$ cat src/rtl/fp16_calc_pkg.sv
// fp16_calc_pkg: shared FSM states, status flag positions and FP16 constants
package fp16_calc_pkg;
  typedef enum logic [1:0] {LOAD_A, LOAD_B, SETTLE, HOLD} state_e;
  typedef struct packed {
    logic sign;
    logic zero;
    logic inf;
    logic nan;
  } fp16_class_t;
  localparam int FLAG_OVF     = 0;
  localparam int FLAG_ZB      = 1;
  localparam int FLAG_SPECIAL = 2;
  localparam int FLAG_SIGN    = 3;
  localparam logic [15:0] FP16_QNAN = 16'h7E00;
  localparam logic [15:0] FP16_PINF = 16'h7C00;
  localparam logic [4:0]  EXP_MAX   = 5'd31;
endpackage

$ cat src/rtl/fp16_classify.sv
// fp16_classify: combinational sign/zero/inf/nan classification of one FP16 word
module fp16_classify
  import fp16_calc_pkg::*;
(
  input  logic [15:0]  op_i,
  output fp16_class_t  cls_o
);
  assign cls_o = '{
    sign: op_i[15],
    zero: op_i[14:10] == 5'd0,
    inf:  op_i[14:10] == EXP_MAX && op_i[9:0] == 10'd0,
    nan:  op_i[14:10] == EXP_MAX && op_i[9:0] != 10'd0
  };
endmodule

$ cat src/rtl/fp16_operand_sequencer.sv
// fp16_operand_sequencer: loads two FP16 operands, lets an external adder settle,
// then presents a screened result with one status flag over a valid/ready handshake
module fp16_operand_sequencer
  import fp16_calc_pkg::*;
#(
  parameter int SETTLE_CYCLES = 1
) (
  input  logic        clk,
  input  logic        reset_n,
  input  logic [15:0] data_in,
  input  logic        data_valid,
  output logic        data_ready,
  output logic [15:0] sum_a,
  output logic [15:0] sum_b,
  input  logic [15:0] sum_result,
  output logic [15:0] out_data,
  output logic [3:0]  out_flags,
  output logic        out_valid,
  input  logic        out_ready
);
  state_e      state_q, state_d;
  logic [3:0]  cnt_q, cnt_d;
  logic [15:0] a_q, a_d, b_q, b_d, data_q, data_d;
  logic [3:0]  flags_q, flags_d;
  logic        rdy_q;
  logic        xfer, settle_last;
  logic [15:0] res;
  logic [3:0]  res_flags;
  fp16_class_t ca, cb;

  fp16_classify u_cls_a (.op_i(a_q), .cls_o(ca));
  fp16_classify u_cls_b (.op_i(b_q), .cls_o(cb));

  assign data_ready  = rdy_q && (state_q == LOAD_A || state_q == LOAD_B);
  assign xfer        = data_valid && data_ready;
  assign settle_last = cnt_q == 4'(SETTLE_CYCLES - 1);
  assign out_valid   = state_q == HOLD;
  assign sum_a       = a_q;
  assign sum_b       = b_q;
  assign out_data    = data_q;
  assign out_flags   = flags_q;

  // Priority screen: sign, then inf/nan, then zero bypass, then adder overflow
  always_comb begin
    res       = sum_result & 16'h7FFF;
    res_flags = '0;
    if (ca.sign || cb.sign) begin
      res                  = FP16_QNAN;
      res_flags[FLAG_SIGN] = 1'b1;
    end else if (ca.inf || ca.nan || cb.inf || cb.nan) begin
      res                     = (ca.nan || cb.nan) ? FP16_QNAN : FP16_PINF;
      res_flags[FLAG_SPECIAL] = 1'b1;
    end else if (ca.zero || cb.zero) begin
      res                = ca.zero ? (cb.zero ? 16'h0000 : b_q) : a_q;
      res_flags[FLAG_ZB] = 1'b1;
    end else if (sum_result[14:10] == EXP_MAX) begin
      res                 = FP16_PINF;
      res_flags[FLAG_OVF] = 1'b1;
    end
  end

  always_comb begin
    state_d = state_q;
    cnt_d   = cnt_q;
    a_d     = a_q;
    b_d     = b_q;
    data_d  = data_q;
    flags_d = flags_q;
    case (state_q)
      LOAD_A: if (xfer) begin
        a_d     = data_in;
        state_d = LOAD_B;
      end
      LOAD_B: if (xfer) begin
        b_d     = data_in;
        cnt_d   = '0;
        state_d = SETTLE;
      end
      SETTLE: if (settle_last) begin
        data_d  = res;
        flags_d = res_flags;
        state_d = HOLD;
      end else begin
        cnt_d = cnt_q + 4'd1;
      end
      HOLD:    state_d = out_ready ? LOAD_A : HOLD;
      default: state_d = LOAD_A;
    endcase
  end

  always_ff @(posedge clk or negedge reset_n) begin
    if (!reset_n) begin
      state_q <= LOAD_A;
      cnt_q   <= '0;
      a_q     <= '0;
      b_q     <= '0;
      data_q  <= '0;
      flags_q <= '0;
      rdy_q   <= 1'b0;
    end else begin
      state_q <= state_d;
      cnt_q   <= cnt_d;
      a_q     <= a_d;
      b_q     <= b_d;
      data_q  <= data_d;
      flags_q <= flags_d;
      rdy_q   <= 1'b1;
    end
  end
endmodule

$ cat config.mk
export PLATFORM = sky130hd
export DESIGN_NAME = fp16_operand_sequencer
export DESIGN_NICKNAME = d
export VERILOG_FILES = /design/src/rtl/fp16_calc_pkg.sv /design/src/rtl/fp16_classify.sv /design/src/rtl/fp16_operand_sequencer.sv
export SDC_FILE = /design/constraint.sdc
export NUM_CORES = 1
export LEC_CHECK = 0
export ABC_AREA = 0
export BUFFER_PORTS_ARGS = -buffer_cell sky130_fd_sc_hd__buf_2
export CAP_MARGIN = 20
export CORE_UTILIZATION = 30
export CTS_CLUSTER_DIAMETER = 120
export DETAILED_ROUTE_END_ITERATION = 8
export SYNTH_ARGS = -nofsm -noshare
export SYNTH_HDL_FRONTEND = slang
export SYNTH_HIERARCHICAL = 1
export SYNTH_SLANG_ARGS = --single-unit
export TNS_END_PERCENT = 1
$ cat constraint.sdc
create_clock -name clk -period 2.5 [get_ports clk]
set_clock_uncertainty 0.15 [all_clocks]
set_input_delay 0.5 -clock clk [delete_from_list [all_inputs] [get_ports clk]]
set_output_delay 0.5 -clock clk [all_outputs]
set_load 0.01 [all_outputs]
==> metrics.md, run 1 <==
| Metric | Value |
|---|---|
| Comb pwr share | 0.390 |
| Total power | 4.49 mW |
| Max-Cap Viols | 0 |
| CTS hold repair buffers | 0 |
| Syn Inst Count | 250 |
| Layout area overhead | 28.7% |
| Crit path time final | 2.27 ns |
| Critical-path cell list | nor4_2, nand3_1, nor2b_1, nor4_2, nand4_1, nor2b_1, buf_4, a22o_1 |
| Async S/R FF share, synth | 1.00 |
| Final setup vio count | 0 |
| DIE AREA | 9950 um^2 |
| Port Buffers | 88 |
| TritonCTS clock tree | done |
| Area contributors post-synth | dfrtp_1, mux2_2, mux2i_1 |
| H-tree levels | 3 |
| Reg-to-reg setup timing slack | 0.23 ns |
| Slowest stage cell, crit path | dfrtp_1 |
| Main flop type after synthesis | dfrtp_1 |
| Mapped Avg Cell Area | 11.5 um^2 |
| Wire length per cell | 15.0 um |
| Peak supply drop | 0.544 mV |
| Hold Path Class | input port to asynchronous set/reset pin |
| Final hold slack | 0.0172 ns |
| Iteration-0 DRC Markers | 112 |
| Sw frac | 0.374 |
| Post-DP HPWL | 5450 um |
| Leakage | 1.69 nW |
| I/O pin count | 90 |
| Yosys warnings | 6 |
| Core area | 9240 um^2 |
| First-pass GRT wire length | 11400 um |
| Post-synth EDFFs | 0 |
| Internal Power | 2.81 mW |
| CP peak stage delay | 0.42 ns |
| DRC Markers | 0 |
| Number of synthesized register bits | 59 |
| Clock tree sinks | 59 |
| Clock transition at path regs | 0.07 ns |
| Worst path top cell family by delay | simple AND/OR/NAND/NOR gates |
| Final std cells w/o fill | 477 |
| Worst-Margin Slew | 0.587 ns |
| Setup TNS | 0 ns |
| Psw | 1.68 mW |
| Initial core utilization | 0.310 |
| Synth cell types | 41 |
| Vias per cell | 4.70 |
| Grt total ovfl | 0 |
| Drt total wl | 7180 um |
| Clock power share | 0.192 |
| Die span in x | 99.7 um |
| Crit path buffers/inverters | 1 |
| Largest net degree at the start of global routing | 36 |
| GRT Resource Usage Total | 0.151 |
| Antenna Cells | 0 |
| Initial antenna violation count | 0 |
| Clock Path Buffers | 2 |
| Share of cells above drive strength 1 | 0.445 |
| Pwr/cell area | 1220 nW/um^2 |
| Vias in the first global route | 2229 |
| Arrival time worst endpoint | 2.39 ns |
| Antenna Violating Nets Remaining | 0 |
| Critical Path Sink Type | register |
| Top cell type by total area after synthesis | dfrtp_1 |
| Worst Path Max Fanout | 9 |
| Clk Latency, worst-skew pair | 0.33 ns |
| Final Slew Violations | 0 |
| Worst Setup Start Kind | register |
| Status | complete, no violations |
| GP Congestion | 0.826 |
| DIE HEIGHT | 99.7 um |
| Final hold vios | 0 |
| Yosys top cell area share | 0.515 |
| Final nets | 382 |
| Seq/Total Area, Yosys | 0.515 |
| Period utilization | 0.909 |
| Synthesized Nets | 288 |
| Cell Area, Synth | 2870 um^2 |
| Worst Path Class, Setup | register to register |
| Max Fclk | 0.440 GHz |
| Root Driver | clkbuf_8 |
| Clock buffer count from CTS | 9 |
| Sequential Power Share | 0.419 |
| CP required | 2.62 ns |
| RSZ-0062 raised after global routing | no |
| Initial DRT Pass Iterations | 5 |
| Final core occ | 0.399 |
| Rows | 35 |
| Relative slew slack | 0.609 |
| Via count | 2244 |
| Placed cells | 462 |
## worst reg2reg max path: stages, from the launching register on
cell and delay [ns]:
dfrtp_1 0.42, nor4_2 0.33, nand3_1 0.14, nor2b_1 0.17
nor4_2 0.34, nand4_1 0.21, nor2b_1 0.16, buf_4 0.17
a22o_1 0.14
## metal layers
layer / part of all wire / routed length [um] / global-route usage / up-vias
met5: 0 / 0 / 0 / -
met4: 0.017 / 119 / 0.0747 / 0
met3: 0.036 / 261 / 0.0323 / 11
met2: 0.47 / 3400 / 0.233 / 55
met1: 0.47 / 3400 / 0.201 / 1103
li1: - / - / - / 1075
## cell usage after synthesis, types with 2 or more instances
master / n
nand4_1: 3
a22o_1: 9
clkbuf_1: 3
nor4_1: 4
inv_1: 2
ha_1: 2
buf_6: 3
o21ai_0: 15
or4_1: 2
nand3_1: 7
buf_2: 6
a41oi_1: 2
mux2_4: 9
nor2b_1: 5
mux2_2: 23
a21oi_1: 15
and3_2: 2
nor2_1: 22
dfrtp_1: 59
mux2i_1: 15
and3_1: 2
xor2_1: 2
nand2_1: 17
and2_1: 2
buf_4: 3
## stage by stage
step                      area, um^2  setup WS, ns
final                           3690         0.227
after global routing            3690        0.0270
after CTS                       3670         0.162
after detailed placement        3470         0.161
after global placement          3470         0.223
after floorplan                 2870         0.266
## cells in the final DEF (no fill, tap or decap), types with 3 or more instances in the layout
master    instances
buf_2            88
clkbuf_8         11
mux2i_1          15
mux2_2           23
nand3_1           7
nor4_2            4
nor2_1           21
a22o_1            9
o21ai_0          15
nand4_1           3
mux2_4            9
nor2b_1           5
buf_4             9
dfrtp_1          59
nand2_1          17
buf_12            3
a21oi_1          15
## timing repair
| action | 4_1_cts | 5_1_grt |
|---|---|---|
| setup endpoints to repair | 0 | 9 |
| setup buffers | 0 | 0 |
| gates resized for setup | 0 | 3 |
## registers in the layout (all words and copies together) (netlist names)
| signal | cells |
|---|---|
| sum_b | 16 |
| rdy_q | 1 |
| cnt_q | 4 |
| sum_a | 16 |
| out_flags | 4 |
| state_q | 2 |
| out_data | 16 |
## final timing paths
kind	cells past startpoint	to	from
min	1	sum_b[0]$_DFFE_PN0P_	reset_n
max	8	out_data[7]$_DFFE_PN0P_	sum_a[1]$_DFFE_PN0P_
max in group asynchronous	2	sum_a[1]$_DFFE_PN0P_	reset_n
max reg2reg	8	out_data[7]$_DFFE_PN0P_	sum_a[1]$_DFFE_PN0P_
min reg2reg	2	out_flags[0]$_DFFE_PN0P_	out_flags[0]$_DFFE_PN0P_
min in group clk	2	sum_a[7]$_DFFE_PN0P_	data_in[7]
## power groups by stage
stage / clock network (mW) / logic, mW / registers (mW)
global route: 0.946 / 1.91 / 1.95
CTS: 0.890 / 1.76 / 1.86
global placement: 0 / 1.73 / 1.85
finish: 0.860 / 1.75 / 1.88
floorplan: 0 / 0.965 / 1.92
detailed placement: 0 / 1.76 / 1.87
## layout make-up
type / count / area [um^2]
inverter: 2 / 7.51
fill: 919 / 5550
sequential: 59 / 1480
clock buffer: 13 / 159
tap: 129 / 161
timing repair buffer: 100 / 568
multi-input combinational: 172 / 1280
clock inverter: 2 / 35.0
## kinds of logic (layout without fill, tap and decap cells)
| kind of cell | Yosys count | in the layout | share of synthesized area |
|---|---|---|---|
| flops | 59 | 59 | 0.515 |
| mux | 47 | 47 | 0.190 |
| other cells | 1 | 1 | 0.00131 |
| fa+ha+maj | 2 | 2 | 0.00873 |
| buf+inv | 19 | 117 | 0.0454 |
| compound gates | 46 | 46 | 0.0996 |
| simple gates | 74 | 74 | 0.134 |
| xor+xnor | 2 | 2 | 0.00611 |
Power figures use the tool's default switching activity.
==> inputs of run 2 (changes only) <==
clock period = 2.48 ns   (was 2.5 ns; I/O delays follow)
==> metrics.md, run 2 (same netlist as run 1, synthesis figures left out) <==
| Metric | Value |
|---|---|
| Port Buffers | 88 (unchanged) |
| Vias per cell | 4.68 (-0.51%) |
| Worst-Margin Slew | 0.574 ns (-0.0123 ns) |
| Core area | 9240 um^2 (unchanged) |
| Via count | 2242 (-0.089%) |
| I/O pin count | 90 (unchanged) |
| Clock buffer count from CTS | 9 (unchanged) |
| H-tree levels | 3 (unchanged) |
| Final nets | 384 (+0.52%) |
| Peak supply drop | 0.533 mV (-2.1%) |
| Antenna Violating Nets Remaining | 0 (unchanged) |
| Reg-to-reg setup timing slack | 0.12 ns (-0.11 ns) |
| Initial core utilization | 0.310 (unchanged) |
| Flip-flop and latch area | 1480 um^2 (unchanged) |
| TritonCTS clock tree | done |
| Share of cells above drive strength 1 | 0.449 (+0.00317) |
| CP required | 2.61 ns (about the same) |
| GRT Resource Usage Total | 0.153 (+0.00133) |
| Total power | 4.59 mW (+2.3%) |
| Critical Path Sink Type | register |
| Initial DRT Pass Iterations | 5 (unchanged) |
| Largest net degree at the start of global routing | 36 (unchanged) |
| Period utilization | 0.951 (+0.0420) |
| Worst Path Max Fanout | 9 (unchanged) |
| Worst Path Class, Setup | register to register |
| Hold Path Class | input port to asynchronous set/reset pin |
| Final std cells w/o fill | 479 (+0.42%) |
| CTS hold repair buffers | 0 (unchanged) |
| Setup TNS | 0 ns (unchanged) |
| Layout area overhead | 29.7% |
| Post-DP HPWL | 5500 um (+0.81%) |
| DRC Markers | 0 (unchanged) |
| Clock Path Buffers | 2 (unchanged) |
| Clock tree sinks | 59 (unchanged) |
| GP Congestion | 0.816 (-1.2%) |
| Final hold vios | 0 (unchanged) |
| DP Area | 3470 um^2 (unchanged) |
| Commonest non-fill, non-tap cell in the layout | buf_2 |
| Iteration-0 DRC Markers | 94 (-16%) |
| DIE AREA | 9950 um^2 (unchanged) |
| Max-Cap Viols | 0 (unchanged) |
| Placed cells | 462 (unchanged) |
| Die span in x | 99.7 um (unchanged) |
| Final setup vio count | 0 (unchanged) |
| Clock transition at path regs | 0.07 ns (about the same) |
| Grt total ovfl | 0 (unchanged) |
| Drt total wl | 7330 um (+2.1%) |
| Max Fclk | 0.424 GHz (-3.6%) |
| Vias in the first global route | 2224 (-0.22%) |
| First-pass GRT wire length | 11500 um (+1.2%) |
| Clk Latency, worst-skew pair | 0.33 ns (about the same) |
| Worst Setup Start Kind | register |
| Wire length per cell | 15.3 um (+1.7%) |
| Leakage | 1.70 nW (+1.0%) |
| Arrival time worst endpoint | 2.48 ns (+0.09 ns) |
| Antenna Cells | 0 (unchanged) |
| Crit path time final | 2.36 ns (+0.0861 ns) |
| DIE HEIGHT | 99.7 um (unchanged) |
| Final Slew Violations | 0 (unchanged) |
| Filler Cells Inserted | 912 (-0.76%) |
| Final core occ | 0.402 (+0.00298) |
| Most frequent cells in the layout | buf_2, dfrtp_1, mux2_2 |
| Relative slew slack | 0.617 (+0.00818) |
| Root Driver | clkbuf_8 |
| Pwr/cell area | 1240 nW/um^2 (+1.5%) |
| Footprint of the multi-input gates | 1270 um^2 (-0.49%) |
| Status | complete, no violations |
| Initial antenna violation count | 0 (unchanged) |
| Final Cell Area | 3710 um^2 (+0.75%) |
| Rows | 35 (unchanged) |
[run 2: stage by stage]
step / hold WS (ns) / worst slack, ns
2_1_floorplan: 0.0504 / 0.246
3_3_place_gp: 0.310 / 0.202
3_5_place_dp: 0.327 / 0.158
4_1_cts: 0.0162 / 0.157
5_1_grt: 0.0374 / -0.0150
6_report: 0.00356 / 0.121
[run 2: path summary, 6_finish.rpt]
check	start	end	depth (start not counted)
setup / recovery	sum_b[1]$_DFFE_PN0P_	out_data[5]$_DFFE_PN0P_	8
min in group clk	data_in[4]	sum_b[4]$_DFFE_PN0P_	2
max in group asynchronous	reset_n	out_flags[3]$_DFFE_PN0P_	2
hold / removal	reset_n	sum_b[0]$_DFFE_PN0P_	1
setup reg to reg	sum_b[1]$_DFFE_PN0P_	out_data[5]$_DFFE_PN0P_	8
hold reg to reg	out_flags[2]$_DFFE_PN0P_	out_flags[2]$_DFFE_PN0P_	2
[run 2: repair_timing]
action / CTS / global route
setup endpoints to repair: 0 / 9
setup buffers: 0 / 2
gates resized for setup: 0 / 2
[run 2: power by group]
part	switching (mW)	total [mW]	internal, mW	leakage, nW
Combinational	0.854	1.77	0.919	0.891
Sequential	0.483	1.88	1.40	0.703
Clock	0.363	0.933	0.569	0.109
[run 2: cell type report]
cell class              instances  area share
inverters                       2     0.00202
well taps                     129      0.0434
repair buffers                102       0.157
flip-flops and latches         59       0.397
clock buffers                  14      0.0492
clock inverters                 1     0.00808
multi-input cells             172       0.343
[run 2: metal layers]
layer,vias up,GRT usage,share of wire
met2,54,0.234,0.48
met1,1091,0.205,0.47
met5,-,0,0
li1,1083,-,-
met3,14,0.0351,0.036
met4,0,0.0679,0.019
[run 2: critical path, cell delays in order (launching register included)]
cell and delay, ns:
dfrtp_1 0.41, nor4_1 0.47, nand3_1 0.18, nor2b_1 0.18, nor4_2 0.22, nand4_1 0.22
nor2b_1 0.16, buf_4 0.17, a22o_1 0.13
